File: src/rtl/hazard_pkg.sv
// Shared types and constants for the pipeline hazard controller.
package hazard_pkg;

  typedef enum logic [1:0] {
    FWD_RF  = 2'b00,
    FWD_WB  = 2'b01,
    FWD_MEM = 2'b10
  } fwd_sel_e;

  typedef enum logic {
    IDLE     = 1'b0,
    MDU_WAIT = 1'b1
  } hz_state_e;

  localparam logic [1:0] RESULT_SRC_LOAD = 2'b01;

endpackage

File: src/rtl/forward_select.sv
// Operand bypass select for one Execute source register; Memory beats Writeback.
module forward_select
  import hazard_pkg::*;
(
  input  logic [4:0] rs_e,
  input  logic [4:0] rd_m,
  input  logic [4:0] rd_w,
  input  logic       reg_write_m,
  input  logic       reg_write_w,
  output fwd_sel_e   sel
);

  // NOTE: default assignment first so no path through this block infers a latch.
  always_comb begin
    sel = FWD_RF;
    if (rs_e != 5'd0 && reg_write_m && rs_e == rd_m)
      sel = FWD_MEM;
    else if (rs_e != 5'd0 && reg_write_w && rs_e == rd_w)
      sel = FWD_WB;
  end

endmodule

File: src/rtl/hazard_unit.sv
// Five-stage RV32 hazard controller: forwarding, load-use and branch handling,
// MDU start/done sequencing with watchdog, and a saturating stall-cycle counter.
module hazard_unit
  import hazard_pkg::*;
#(
  parameter int MDU_TIMEOUT = 64,
  parameter int CNT_W       = 32
) (
  input  logic             clk_i,
  input  logic             rst_i,
  input  logic [4:0]       rs1_d_i,
  input  logic [4:0]       rs2_d_i,
  input  logic [4:0]       rs1_e_i,
  input  logic [4:0]       rs2_e_i,
  input  logic [4:0]       rd_e_i,
  input  logic [4:0]       rd_m_i,
  input  logic [4:0]       rd_w_i,
  input  logic             reg_write_m_i,
  input  logic             reg_write_w_i,
  input  logic [1:0]       result_src_e_i,
  input  logic             pc_src_e_i,
  input  logic             mdu_op_e_i,
  input  logic             mdu_done_i,
  output logic [1:0]       forward_a_e_o,
  output logic [1:0]       forward_b_e_o,
  output logic             stall_f_o,
  output logic             stall_d_o,
  output logic             stall_e_o,
  output logic             flush_d_o,
  output logic             flush_e_o,
  output logic             flush_m_o,
  output logic             mdu_go_o,
  output logic             mdu_busy_o,
  output logic             mdu_timeout_o,
  output logic [CNT_W-1:0] stall_cycles_o
);

  localparam int WD_W = $clog2(MDU_TIMEOUT + 1);

  hz_state_e       state;
  logic [WD_W-1:0] wd_cnt;
  logic            lw_stall;
  logic            mdu_stall;
  logic            wd_expire;
  fwd_sel_e        fwd_a;
  fwd_sel_e        fwd_b;

  forward_select u_fwd_a (
    .rs_e        (rs1_e_i),
    .rd_m        (rd_m_i),
    .rd_w        (rd_w_i),
    .reg_write_m (reg_write_m_i),
    .reg_write_w (reg_write_w_i),
    .sel         (fwd_a)
  );

  forward_select u_fwd_b (
    .rs_e        (rs2_e_i),
    .rd_m        (rd_m_i),
    .rd_w        (rd_w_i),
    .reg_write_m (reg_write_m_i),
    .reg_write_w (reg_write_w_i),
    .sel         (fwd_b)
  );

  assign forward_a_e_o = fwd_a;
  assign forward_b_e_o = fwd_b;

  assign lw_stall = (result_src_e_i == RESULT_SRC_LOAD) && (rd_e_i != 5'd0) &&
                    ((rs1_d_i == rd_e_i) || (rs2_d_i == rd_e_i));

  // The last permitted wait cycle releases the pipeline, mirroring a done pulse.
  assign wd_expire = (state == MDU_WAIT) && !mdu_done_i &&
                     (wd_cnt == WD_W'(MDU_TIMEOUT - 1));

  // Start is suppressed under reset so a held MDU op cannot pulse go during reset.
  always_comb begin
    mdu_stall = 1'b0;
    mdu_go_o  = 1'b0;
    unique case (state)
      IDLE: begin
        if (mdu_op_e_i && !rst_i) begin
          mdu_go_o  = 1'b1;
          mdu_stall = 1'b1;
        end
      end
      MDU_WAIT: mdu_stall = !mdu_done_i && !wd_expire;
      default: ;
    endcase
  end

  assign stall_f_o  = lw_stall | mdu_stall;
  assign stall_d_o  = lw_stall | mdu_stall;
  assign stall_e_o  = mdu_stall;
  assign flush_d_o  = pc_src_e_i & ~mdu_stall;
  assign flush_e_o  = (lw_stall | pc_src_e_i) & ~mdu_stall;
  assign flush_m_o  = mdu_stall;
  assign mdu_busy_o = (state == MDU_WAIT);

  // NOTE: sequential state uses non-blocking assignments so every register samples pre-edge values.
  always_ff @(posedge clk_i or posedge rst_i) begin
    if (rst_i) begin
      state          <= IDLE;
      wd_cnt         <= '0;
      mdu_timeout_o  <= 1'b0;
      stall_cycles_o <= '0;
    end else begin
      if (stall_f_o && stall_cycles_o != '1)
        stall_cycles_o <= stall_cycles_o + CNT_W'(1);

      unique case (state)
        IDLE: begin
          if (mdu_op_e_i) begin
            state  <= MDU_WAIT;
            wd_cnt <= '0;
          end
        end
        MDU_WAIT: begin
          if (mdu_done_i) begin
            state  <= IDLE;
            wd_cnt <= '0;
          end else if (wd_expire) begin
            state         <= IDLE;
            wd_cnt        <= '0;
            mdu_timeout_o <= 1'b1;
          end else begin
            wd_cnt <= wd_cnt + WD_W'(1);
          end
        end
        default: state <= IDLE;
      endcase
    end
  end

endmodule

File: config.mk
export PLATFORM = sky130hd
export DESIGN_NAME = hazard_unit
export DESIGN_NICKNAME = d
export VERILOG_FILES = /design/src/rtl/hazard_pkg.sv /design/src/rtl/forward_select.sv /design/src/rtl/hazard_unit.sv
export SDC_FILE = /design/constraint.sdc
export NUM_CORES = 1
export LEC_CHECK = 0
export ABC_AREA = 1
export CORE_ASPECT_RATIO = 0.8
export CORE_MARGIN = 2
export CORE_UTILIZATION = 27
export CTS_BUF_LIST = sky130_fd_sc_hd__clkbuf_4 sky130_fd_sc_hd__clkbuf_8
export CTS_CLUSTER_DIAMETER = 200
export DETAILED_ROUTE_END_ITERATION = 10
export PLACE_DENSITY = 0.46
export SYNTH_ARGS = -nofsm -noshare
export SYNTH_HDL_FRONTEND = slang
export SYNTH_SLANG_ARGS = --single-unit
File: constraint.sdc
create_clock -name clk_i -period 2 [get_ports clk_i]
set_clock_uncertainty 0.05 [all_clocks]
set_input_delay 0.3 -clock clk_i [delete_from_list [all_inputs] [get_ports clk_i]]
set_output_delay 0.3 -clock clk_i [all_outputs]
set_load 0.01 [all_outputs]
Word level (Yosys, flattened, before mapping)
Cells that the tools add are included.
- output and inout bits: 45
- logic and storage cells: 61
- register bits after elaboration: 41
- add/subtract/negate cells: 2
- mux-type cells: 15
- bitwise logic cells: 7
- equality and inequality tests: 10
- reduce and logical (&&, ||, !) cells: 23
- operator list (cell ; count):
    adder 32 x 1 -> 32 bit (second input constant) ; 1
    inequality test 32 bit (second input constant) ; 1
    equality test 5 bit ; 6
    2-to-1 mux 7 bit ; 3
    logical AND 1 bit ; 15
    nonzero test 5 bit ; 3
    case mux 7 bit (2 select lines) ; 1
    adder 7 x 1 -> 7 bit (second input constant) ; 1
    equality test 7 x 6 -> 1 bit (second input constant) ; 1
    2-to-1 mux 1 bit ; 7
    2-to-1 mux 2 bit ; 2
    case mux 1 bit (2 select lines) ; 2
    zero test 1 bit ; 3
    NOT 1 bit ; 3
    AND reduction 3 bit ; 1
    bitwise AND 1 bit ; 2
    equality test 2 x 1 -> 1 bit (second input constant) ; 1
    inequality test 2 bit (second input constant) ; 1
    OR 1 bit ; 2
    logical OR 1 bit ; 1

Logic depth before layout (Yosys ltp)
Gate-level depths: netlist (run 1).
- depth in word-level cells: 8
- mapped depth: 12
- mapped depth without buffers: 11

Modules after synthesis
Synthesis (run 1) repeated with hierarchy kept, for this count alone.
- cell total of the unflattened synthesis: 556
- area total of the unflattened synthesis: 3331.9 sq um
- by module, submodules not included (module ; sequential area each (sq um) ; cells each ; times used ; area each (sq um)):
    hazard_unit ; 1026.0 ; 434 ; 1 ; 2856.5
    forward_select ; 0.0 ; 61 ; 2 ; 237.7

Worst setup path before layout (run 1)
Ideal clock, no wire load.
- path kind: register to output
- start point: register wd_cnt[0]
- end point: output port stall_f_o
- data arrival time: 1480 ps
- setup slack: 170 ps
- stages on the path, launching flop included: 11
- data required time: 1650 ps
- path through: dfrtp_1 -> ha_1 -> nand2_1 -> inv_2 -> nand4_2 -> nand2_2 -> inv_1 -> nor2_4 -> nand2_2 -> buf_2 -> buf_4
- word-level cells in the longest chain between the ends: 6
- RTL lines (what ; RTL line ; RTL):
    start, declared ; hazard_unit.sv:41 ; logic [WD_W-1:0] wd_cnt;
    start signal, assigned ; hazard_unit.sv:127 ; wd_cnt <= wd_cnt + WD_W'(1);
    equality test 7 x 6 -> 1 bit ; hazard_unit.sv:74 ; (wd_cnt == WD_W'(MDU_TIMEOUT - 1));
    logical AND 1 bit ; hazard_unit.sv:73 ; assign wd_expire = (state == MDU_WAIT) && !mdu_done_i &&
    zero test 1 bit ; hazard_unit.sv:87 ; MDU_WAIT: mdu_stall = !mdu_done_i && !wd_expire;
    logical AND 1 bit ; hazard_unit.sv:87 ;
    case mux 1 bit (2 select lines) ; hazard_unit.sv:80 ; unique case (state)
    OR 1 bit ; - ;
    end, declared ; hazard_unit.sv:26 ; output logic stall_f_o,
Every way passes these cells.

Worst setup path after layout (run 1)
- start point: register wd_cnt[0]
- end point: output port stall_f_o
- word-level cells in the longest chain between the ends: 6
- RTL lines (what ; RTL line ; RTL):
    equality test 7 x 6 -> 1 bit ; hazard_unit.sv:74 ;
    logical AND 1 bit ; hazard_unit.sv:73 ;
    zero test 1 bit ; hazard_unit.sv:87 ;
    logical AND 1 bit ; hazard_unit.sv:87 ;
    case mux 1 bit (2 select lines) ; hazard_unit.sv:80 ;
    OR 1 bit ; hazard_unit.sv:92 ; assign stall_f_o = lw_stall | mdu_stall;
Every way passes these cells.

==> reports/qor.yml, run 1 <==
sta:
  tns_ns: 0
  setup_viol: 0
  holdWs_ns: 0.434
  drv_slew: 0
  max_freq_ghz: 0.500
  period_needed_ns: 2.00
  relSlewSlack_pct: 63.6
  rsz0062_at_grt: "true"
  hold_violations: 0
  worst_pin_slew_ns: 0.547
  min_period_over_period_pct: 99.9
layout:
  num_antenna_cells: 0
  layout.nets: 690
  layout_commonest_cell: "nand2_1"
  area_delta_synth_final_pct: 56.2
  drive_gt1_share_pct: 20.8
  layout_common_cells: "nand2_1 (191), nor2_1 (66), clkdlybuf4s50_1 (65)"
  finalInstanceArea_um2: 5120
  fillers: 1190
  utilization_pct: 43.8
power_and_ir_drop:
  ir_drop_mv: 0.299
  p_sw_share_pct: 32.1
  p_int_mw: 1.78
  pwr-share-seq_pct: 35.7
  power.share.clock_pct: 28.2
  powerDensity_nw_per_um2: 511
  power.leakage_nw: 2.48
  pwr-share-comb_pct: 36.1
  p_total_mw: 2.62
  switchingPower_mw: 0.842
setup_path:
  crit_type: "reg2out"
  worstSetupStartpoint: "wd_cnt[0]"
  worst_setup_path_end_kind: "output port"
  path_cells: "ha_4 > nand2_4 > inv_4 > nand4_4 > nand2_2 > inv_2 > nor2_4 > buf_6 > nand2_8 > buf_6"
  startpoint_type: "register"
  cpPeakStageDelay_ns: 0.41
  r2r_start: "wd_cnt[0]"
  crit_end: "stall_f_o"
  r2r_cells: 12
  r2r_slack_ns: 0.05
  path_common_cell: "buf_6"
  r2r_end: "wd_cnt[4]"
  arrival_ns: 1.65
  cpMaxStageDelayCell: "dfrtp_1"
  crit_path_max_fanout: 4
  worstPathRequired_ns: 1.65
synth:
  syn_area_per_cell_um2: 6.55
  synth_top_area_share_pct: 31.3
  ys_warn_count: 0
  synth_seq_cells: 41
  yosysSeqAreaShare_pct: 31.3
  synth_cell_types: 32
  yosys.area.top_type: "dfrtp_1"
  netlist_area_um2: 3280
  synth.net_count: 547
  syn_inst: 501
  netlist_top_cells_area: "dfrtp_1 (31%), nand2_1 (22%), nor2_1 (7.8%)"
drt:
  ant_nets: 0
  drt-total-wl_mm: 11.0
  wl_met2_mm: 4.72
  post_drt_wl_per_cell_um: 13.9
  met1_length_mm: 5.59
  vias_per_cell: 4.58
  dr.pass1.iters: 4
  drc: 0
  top_layer: "met4"
  via_count: 3630
  detail_route.iter0.violations: 183
  met3WireLength_um: 525
die:
  die_area_um2: 13000
  dieWidth_um: 127
  initial_core_util_pct: 28.0
  die_h_um: 103
  core_area_um2: 11700
  ios: 89
  row_count: 35
clocking:
  path_clk_slew_ns: 0.09
  insertion_delay_ns: 0.31
  cts.sinks: 41
  clockBufferDepth: 2
  cts_tree: "done"
  h-tree-depth: 2
  cts_made_buffers: 5
  holdBufCountCts: 0
  cts-root-buf: "clkbuf_8"
placement:
  globalplace.congestion: 0.834
  portBuffers: 88
  place_hpwl_mm: 8.06
  placed_cell_area_um2: 4480
global_routing:
  overflow: 0
  grt_pass1_vias: 3540
  grt_max_degree: 42
  grt_pass1_wl_mm: 17.2
  grt_util_all_layers_pct: 16.5
  antenna_found_initial: 0
run:
  drv_cap: 0
min_path:
  min_path_type: "reg2reg"
run_status:
  status: "finished, final reports clean"
==> logic make-up (layout without fill, tap and decap cells) <==
logic type / Yosys count / after routing / share of synthesized area (%)
XOR/XNOR: 31 / 31 / 8.28
flip-flops: 41 / 41 / 31.3
adder cells (fa/ha/maj): 2 / 2 / 0.763
AO/OA/AOI/OAI: 15 / 15 / 2.86
buffers and inverters: 66 / 208 / 9.65
AND/OR/NAND/NOR: 346 / 348 / 47.2
==> layer usage <==
metal  up-vias  global-route usage [%]
met5         -                       0
met4         0                    4.82
met3        15                    2.85
met2        78                    25.7
met1      1688                    23.8
li1       1849                       -
==> cell type report <==
type | instances | area, µm² | share of cell area, %
Sequential cell | 41 | 1030 | 20.0
Clock buffer | 6 | 82.6 | 1.61
Clock inverter | 2 | 37.5 | 0.733
Inverter | 55 | 209 | 4.08
Tap cell | 148 | 185 | 3.61
Multi-Input combinational cell | 396 | 2140 | 41.8
Timing Repair Buffer | 145 | 1440 | 28.2
==> repair_timing <==
item,4_1_cts,5_1_grt
buffers inserted,11,9
resized for setup,63,46
gates cloned,0,6
endpoints found under the setup margin,39,40
pin swaps,8,19
==> power by group through the flow <==
stage	combinational (mW)	sequential, mW	clock [mW]
final	0.946	0.936	0.738
after global routing	1.03	0.944	0.794
after CTS	0.775	0.934	0.759
after detailed placement	0.747	0.951	0
after global placement	0.735	0.951	0
after floorplan	0.340	0.978	0
==> stage by stage <==
| step | setup slack, ns | instances |
|---|---|---|
| 2_1_floorplan | 0.170 | 501 |
| 3_3_place_gp | -0.364 | 759 |
| 3_5_place_dp | -0.401 | 759 |
| 4_1_cts | -0.0928 | 778 |
| 5_1_grt | -0.0922 | 793 |
| 6_report | 0.00139 | 793 |
==> worst min path at each step <==
stage             startpoint            end  slack, ns  depth (start not counted)
2_1_floorplan     mdu_done_i      wd_cnt[2]       0.35                          1
3_3_place_gp   mdu_timeout_o  mdu_timeout_o       0.41                          1
3_5_place_dp   mdu_timeout_o  mdu_timeout_o       0.41                          1
4_1_cts        mdu_timeout_o  mdu_timeout_o       0.44                          1
5_1_grt        mdu_timeout_o  mdu_timeout_o       0.46                          1
6_report       mdu_timeout_o  mdu_timeout_o       0.43                          1
==> registers in the layout, summed over array words and instances (netlist names) <==
signal and count:
stall_cycles_o 32, mdu_busy_o 1, wd_cnt 7, mdu_timeout_o 1
==> worst max-delay path: cells and delay by family (launching register included) <==
kind | cells | cell delay [ns]
AND/OR/NAND/NOR | 5 | 0.40
adder cells (fa/ha/maj) | 1 | 0.18
buffers and inverters | 4 | 0.35
flip-flops | 1 | 0.41
==> Yosys cell counts <==
cell	n
nand2_1	196
buf_8	2
nor3_1	8
nor2_1	68
buf_4	4
o41ai_1	1
a21oi_1	3
xnor2_1	14
xor2_1	17
buf_2	1
nor2_4	2
o22ai_1	2
ha_1	2
a31oi_1	1
nand4_2	1
nand3b_1	10
o21ai_0	4
a211oi_1	2
nand3_2	15
nand2_4	1
nand4_1	4
a22o_1	1
or2_2	1
buf_6	4
nand3_1	30
nand2_2	3
dfrtp_1	41
inv_2	3
inv_1	52
nor2_2	4
nor4_1	3
o21bai_1	1
(Power assumes the default switching activity.)
==> run 2: changes to the inputs <==
--- a/config.mk
+++ b/config.mk
@@ -6,7 +6,7 @@
 export NUM_CORES = 1
 export LEC_CHECK = 0
 export ABC_AREA = 1
-export CORE_ASPECT_RATIO = 0.8
+export CORE_ASPECT_RATIO = 1.1
 export CORE_MARGIN = 2
 export CORE_UTILIZATION = 27
 export CTS_BUF_LIST = sky130_fd_sc_hd__clkbuf_4 sky130_fd_sc_hd__clkbuf_8
==> reports/qor.yml, run 2 (same netlist as run 1, synthesis figures left out) <==
run_status:
  status: "finished, final reports clean"
layout:
  fin_cells: 782
  layout.nets: 673
  num_antenna_cells: 0
  top_register: "stall_cycles_o"
  area_delta_synth_final_pct: 44.8
  largest_reg_flops: 32
  layout_commonest_cell: "nand2_1"
  layout_common_cells: "nand2_1 (195), clkdlybuf4s50_1 (68), nor2_1 (67)"
  drive_gt1_share_pct: 16.4
  top_regs: "stall_cycles_o x32, wd_cnt x7"
power_and_ir_drop:
  power.leakage_nw: 2.31
  ir_drop_mv: 0.372
  powerDensity_nw_per_um2: 484
  p_total_mw: 2.30
run:
  drv_cap: 0
setup_path:
  r2r_end: "stall_cycles_o[22]"
  r2r_start: "wd_cnt[1]"
  arrival_ns: 1.63
  r2r_cells: 14
  r2r_slack_ns: 0.13
  startpoint_type: "register"
  crit_path_max_fanout: 3
  worst_setup_path_end_kind: "output port"
  crit_type: "reg2out"
  worstPathRequired_ns: 1.65
global_routing:
  grt_pass1_vias: 3283
  grt_pass1_wl_mm: 15.9
  grt_max_degree: 42
  antenna_found_initial: 0
  overflow: 0
  grt_util_all_layers_pct: 15.3
drt:
  ant_nets: 0
  drc: 0
  vias_per_cell: 4.41
  drt-total-wl_mm: 9.63
  via_count: 3449
  post_drt_wl_per_cell_um: 12.3
  detail_route.iter0.violations: 163
  dr.pass1.iters: 4
clocking:
  cts.sinks: 41
  insertion_delay_ns: 0.29
  cts_tree: "done"
  cts-root-buf: "clkbuf_8"
  clockBufferDepth: 2
  h-tree-depth: 2
  cts_made_buffers: 5
  path_clk_slew_ns: 0.08
  holdBufCountCts: 0
sta:
  setup_viol: 0
  hold_violations: 0
  min_period_over_period_pct: 98.9
  max_freq_ghz: 0.506
  worst_pin_slew_ns: 0.567
  relSlewSlack_pct: 62.2
  period_needed_ns: 1.98
  rsz0062_at_grt: "true"
  setup_ws_ns: 0.0224
  drv_slew: 0
placement:
  globalplace.congestion: 0.860
  place_hpwl_mm: 7.52
  place_ws_ns: -0.400
  portBuffers: 88
  post-place-cells: 768
min_path:
  whs_path_depth: 1
  min_path_type: "reg2reg"
  min_from: "mdu_timeout_o"
  whs_endpoint: "mdu_timeout_o"
die:
  initial_core_util_pct: 27.5
  die_area_um2: 13000
  ios: 89
  dieWidth_um: 109
  row_count: 42
  die_h_um: 120
  core_area_um2: 11900
## run 2: changes by cell type in the layout (fill, tap and decap cells not counted), moves of 3 or more
cell,previous run,this run
buf_6,6,3
nand2_1,191,195
buf_4,45,39
dlymetal6s2s_1,13,9
nand2_2,6,2
nand3_1,24,30
buf_12,3,0
clkbuf_16,4,0
nand3_2,19,14
clkdlybuf4s50_1,65,68
## run 2: timing repair
item | 4_1_cts | 5_1_grt
gates resized for setup | 46 | 29
buffers inserted | 3 | 3
endpoints found under the setup margin | 15 | 43
pin swaps | 5 | 10
## run 2: layer usage
| metal | vias to the layer above | part of all wire [%] | global-route usage [%] |
|---|---|---|---|
| li1 | 1806 | - | - |
| met1 | 1585 | 46 | 19.9 |
| met2 | 56 | 49 | 26.7 |
| met3 | 2 | 3.8 | 2.23 |
| met4 | 0 | 0.47 | 2.88 |
| met5 | - | 0 | 0 |
## run 2: metrics by stage
step | utilization, % | hold slack, ns | setup TNS (ns) | instance area [µm²]
2_1_floorplan | - | 0.346 | 0 | 3280
3_3_place_gp | 37.8 | 0.426 | -7.83 | 4510
3_5_place_dp | 37.8 | 0.432 | -9.32 | 4510
4_1_cts | 39.0 | 0.453 | -0.263 | 4660
5_1_grt | 39.8 | 0.462 | -0.377 | 4750
6_report | 39.8 | 0.444 | 0 | 4750
## run 2: layout make-up
cell class / count / area (µm²)
clock inverters: 1 / 5.00
well taps: 154 / 193
flip-flops and latches: 41 / 1030
fillers: 1307 / 7180
repair buffers: 130 / 1200
clock buffers: 7 / 96.3
multi-input cells: 394 / 2020
inverters: 55 / 209
## run 2: where the power goes
| group | leakage, nW | internal, mW | total [mW] | switching [mW] |
|---|---|---|---|---|
| sequential | 0.562 | 0.880 | 0.947 | 0.0672 |
| combinational | 1.69 | 0.372 | 0.737 | 0.364 |
| clock | 0.0542 | 0.313 | 0.613 | 0.300 |
| total | 2.31 | 1.57 | 2.30 | 0.732 |
## run 2: worst max-delay path, cell delays in order (launching register included)
cell	delay, ns
dfrtp_1	0.40
ha_4	0.17
nand2_4	0.05
inv_4	0.06
nand4_4	0.09
nand2_2	0.09
inv_2	0.05
nor2_4	0.11
buf_4	0.12
nand2_4	0.07
buf_6	0.13
## run 2: worst max path at each step
stage          slack [ns]          endpoint  cells after the start  startpoint
3_5_place_dp        -0.40  forward_a_e_o[1]                      6   rd_m_i[2]
5_1_grt              -0.1         flush_e_o                     10   wd_cnt[1]
2_1_floorplan        0.17         stall_f_o                     10   wd_cnt[0]
3_3_place_gp        -0.36  forward_a_e_o[0]                      6  rs1_e_i[2]
4_1_cts             -0.07         stall_f_o                      9   wd_cnt[1]
6_report             0.02         stall_f_o                     10   wd_cnt[1]
==> run 3: changes to the inputs <==
--- a/config.mk
+++ b/config.mk
@@ -9,8 +9,7 @@
 export CORE_ASPECT_RATIO = 1.1
 export CORE_MARGIN = 2
 export CORE_UTILIZATION = 27
-export CTS_BUF_LIST = sky130_fd_sc_hd__clkbuf_4 sky130_fd_sc_hd__clkbuf_8
-export CTS_CLUSTER_DIAMETER = 200
+export CTS_BUF_LIST = sky130_fd_sc_hd__clkbuf_4
 export DETAILED_ROUTE_END_ITERATION = 10
 export PLACE_DENSITY = 0.46
 export SYNTH_ARGS = -nofsm -noshare
==> reports/qor.yml, run 3 (same netlist as run 1, synthesis figures left out) <==
run_status:
  status: "finished with violations"
  failed_checks: "setup timing"
setup_path:
  crit_path_max_fanout: 3
  crit_type: "reg2out"
  arrival_ns: 1.66
  worst_setup_path_end_kind: "output port"
  worstPathRequired_ns: 1.65
  startpoint_type: "register"
die:
  initial_core_util_pct: 27.5
  die_h_um: 120
  die_area_um2: 13000
  dieWidth_um: 109
  core_area_um2: 11900
  ios: 89
  row_count: 42
layout:
  num_antenna_cells: 0
  fillers: 1288
  layout.nets: 677
  drive_gt1_share_pct: 16.8
  top_regs: "stall_cycles_o x32, wd_cnt x7"
  fin_cells: 786
  largest_reg_flops: 32
  utilization_pct: 39.8
  area_delta_synth_final_pct: 44.6
  top_register: "stall_cycles_o"
  layout_common_cells: "nand2_1 (195), clkdlybuf4s50_1 (70), nor2_1 (67)"
  layout_commonest_cell: "nand2_1"
min_path:
  min_path_type: "in2async"
power_and_ir_drop:
  ir_drop_mv: 0.276
  p_total_mw: 2.13
  power.leakage_nw: 2.29
  powerDensity_nw_per_um2: 448
sta:
  worst_pin_slew_ns: 0.555
  min_period_over_period_pct: 100
  setup_viol: 2
  rsz0062_at_grt: "true"
  setup_ws_ns: -0.00814
  relSlewSlack_pct: 63.0
  hold_violations: 0
  drv_slew: 0
  max_freq_ghz: 0.498
  period_needed_ns: 2.01
global_routing:
  grt_max_degree: 42
  grt_pass1_wl_mm: 15.9
  grt_util_all_layers_pct: 15.3
  grt_pass1_vias: 3274
  antenna_found_initial: 0
  overflow: 0
drt:
  vias_per_cell: 4.41
  drc: 0
  via_count: 3470
  drt-total-wl_mm: 9.71
  detail_route.iter0.violations: 155
  post_drt_wl_per_cell_um: 12.4
  dr.pass1.iters: 5
  ant_nets: 0
placement:
  globalplace.congestion: 0.860
  post-place-cells: 768
  place_hpwl_mm: 7.52
  portBuffers: 88
run:
  drv_cap: 0
clocking:
  clockBufferDepth: 2
  cts_tree: "done"
  cts.sinks: 41
  holdBufCountCts: 0
  path_clk_slew_ns: 0.12
  cts_made_buffers: 5
  h-tree-depth: 2
  cts-root-buf: "clkbuf_4"
  insertion_delay_ns: 0.35
[run 3: changes by cell type in the layout (fill, tap and decap cells not counted), moves of 2 or more]
cell and change:
clkbuf_8 -7, buf_8 -2, clkinv_1 +2, clkbuf_2 -2, buf_6 +5, clkdlybuf4s50_1 +2, dlymetal6s2s_1 -2, buf_4 +3
clkbuf_4 +5
[run 3: through the flow]
stage	setup TNS, ns	instance area (µm²)	hold WS (ns)	setup slack (ns)
2_1_floorplan	0	3280	0.346	0.170
3_3_place_gp	-7.83	4510	0.426	-0.362
3_5_place_dp	-9.32	4510	0.432	-0.400
4_1_cts	-0.257	4630	0.395	-0.101
5_1_grt	-0.884	4740	0.439	-0.153
6_report	-0.0162	4740	0.379	-0.00814
[run 3: repair_timing]
| item | CTS | global route |
|---|---|---|
| endpoints found under the setup margin | 15 | 42 |
| buffers inserted | 6 | 4 |
| gates resized for setup | 56 | 22 |
| pin swaps | 8 | 7 |
[run 3: where the power goes]
group          total [mW]  leakage (nW)  switching [mW]  internal (mW)
Combinational       0.761          1.70           0.372          0.389
Sequential          0.947         0.562          0.0667          0.881
Clock               0.419        0.0300           0.291          0.128
[run 3: path summary, 6_finish.rpt]
check | to | slack, ns | start | depth (start not counted)
max | stall_f_o | -0.008 | wd_cnt[0] | 10
min | stall_cycles_o[21] | 0.38 | rst_i | 3
max reg2reg | stall_cycles_o[22] | 0.15 | wd_cnt[0] | 14
min reg2reg | mdu_timeout_o | 0.46 | mdu_timeout_o | 1
max in group asynchronous | stall_cycles_o[28] | 1.13 | rst_i | 3
min in group clk_i | mdu_timeout_o | 0.46 | mdu_timeout_o | 1
[run 3: final cells by class]
type | instances | area [µm²] | area share, %
repair buffers | 134 | 1230 | 26.0
well taps | 154 | 193 | 4.06
multi-input cells | 394 | 2030 | 42.9
clock inverters | 3 | 12.5 | 0.264
flip-flops and latches | 41 | 1030 | 21.6
inverters | 55 | 209 | 4.41
clock buffers | 5 | 37.5 | 0.791
[run 3: worst max-delay path, stage by stage, from the launching register on]
cell and delay, ns:
dfrtp_1 0.41, ha_4 0.16, nand2_4 0.05, inv_4 0.06
nand4_4 0.08, nand2_2 0.09, inv_2 0.05, nor2_4 0.10
buf_6 0.11, nand2_4 0.07, buf_6 0.13
[run 3: layer usage]
metal  GRT usage, %  up-vias  wire length [µm]
met5              0        -                 0
met3           2.44        2               492
li1               -     1816                 -
met2           26.2       66              4740
met4           3.04        0                44
met1           20.1     1586              4430
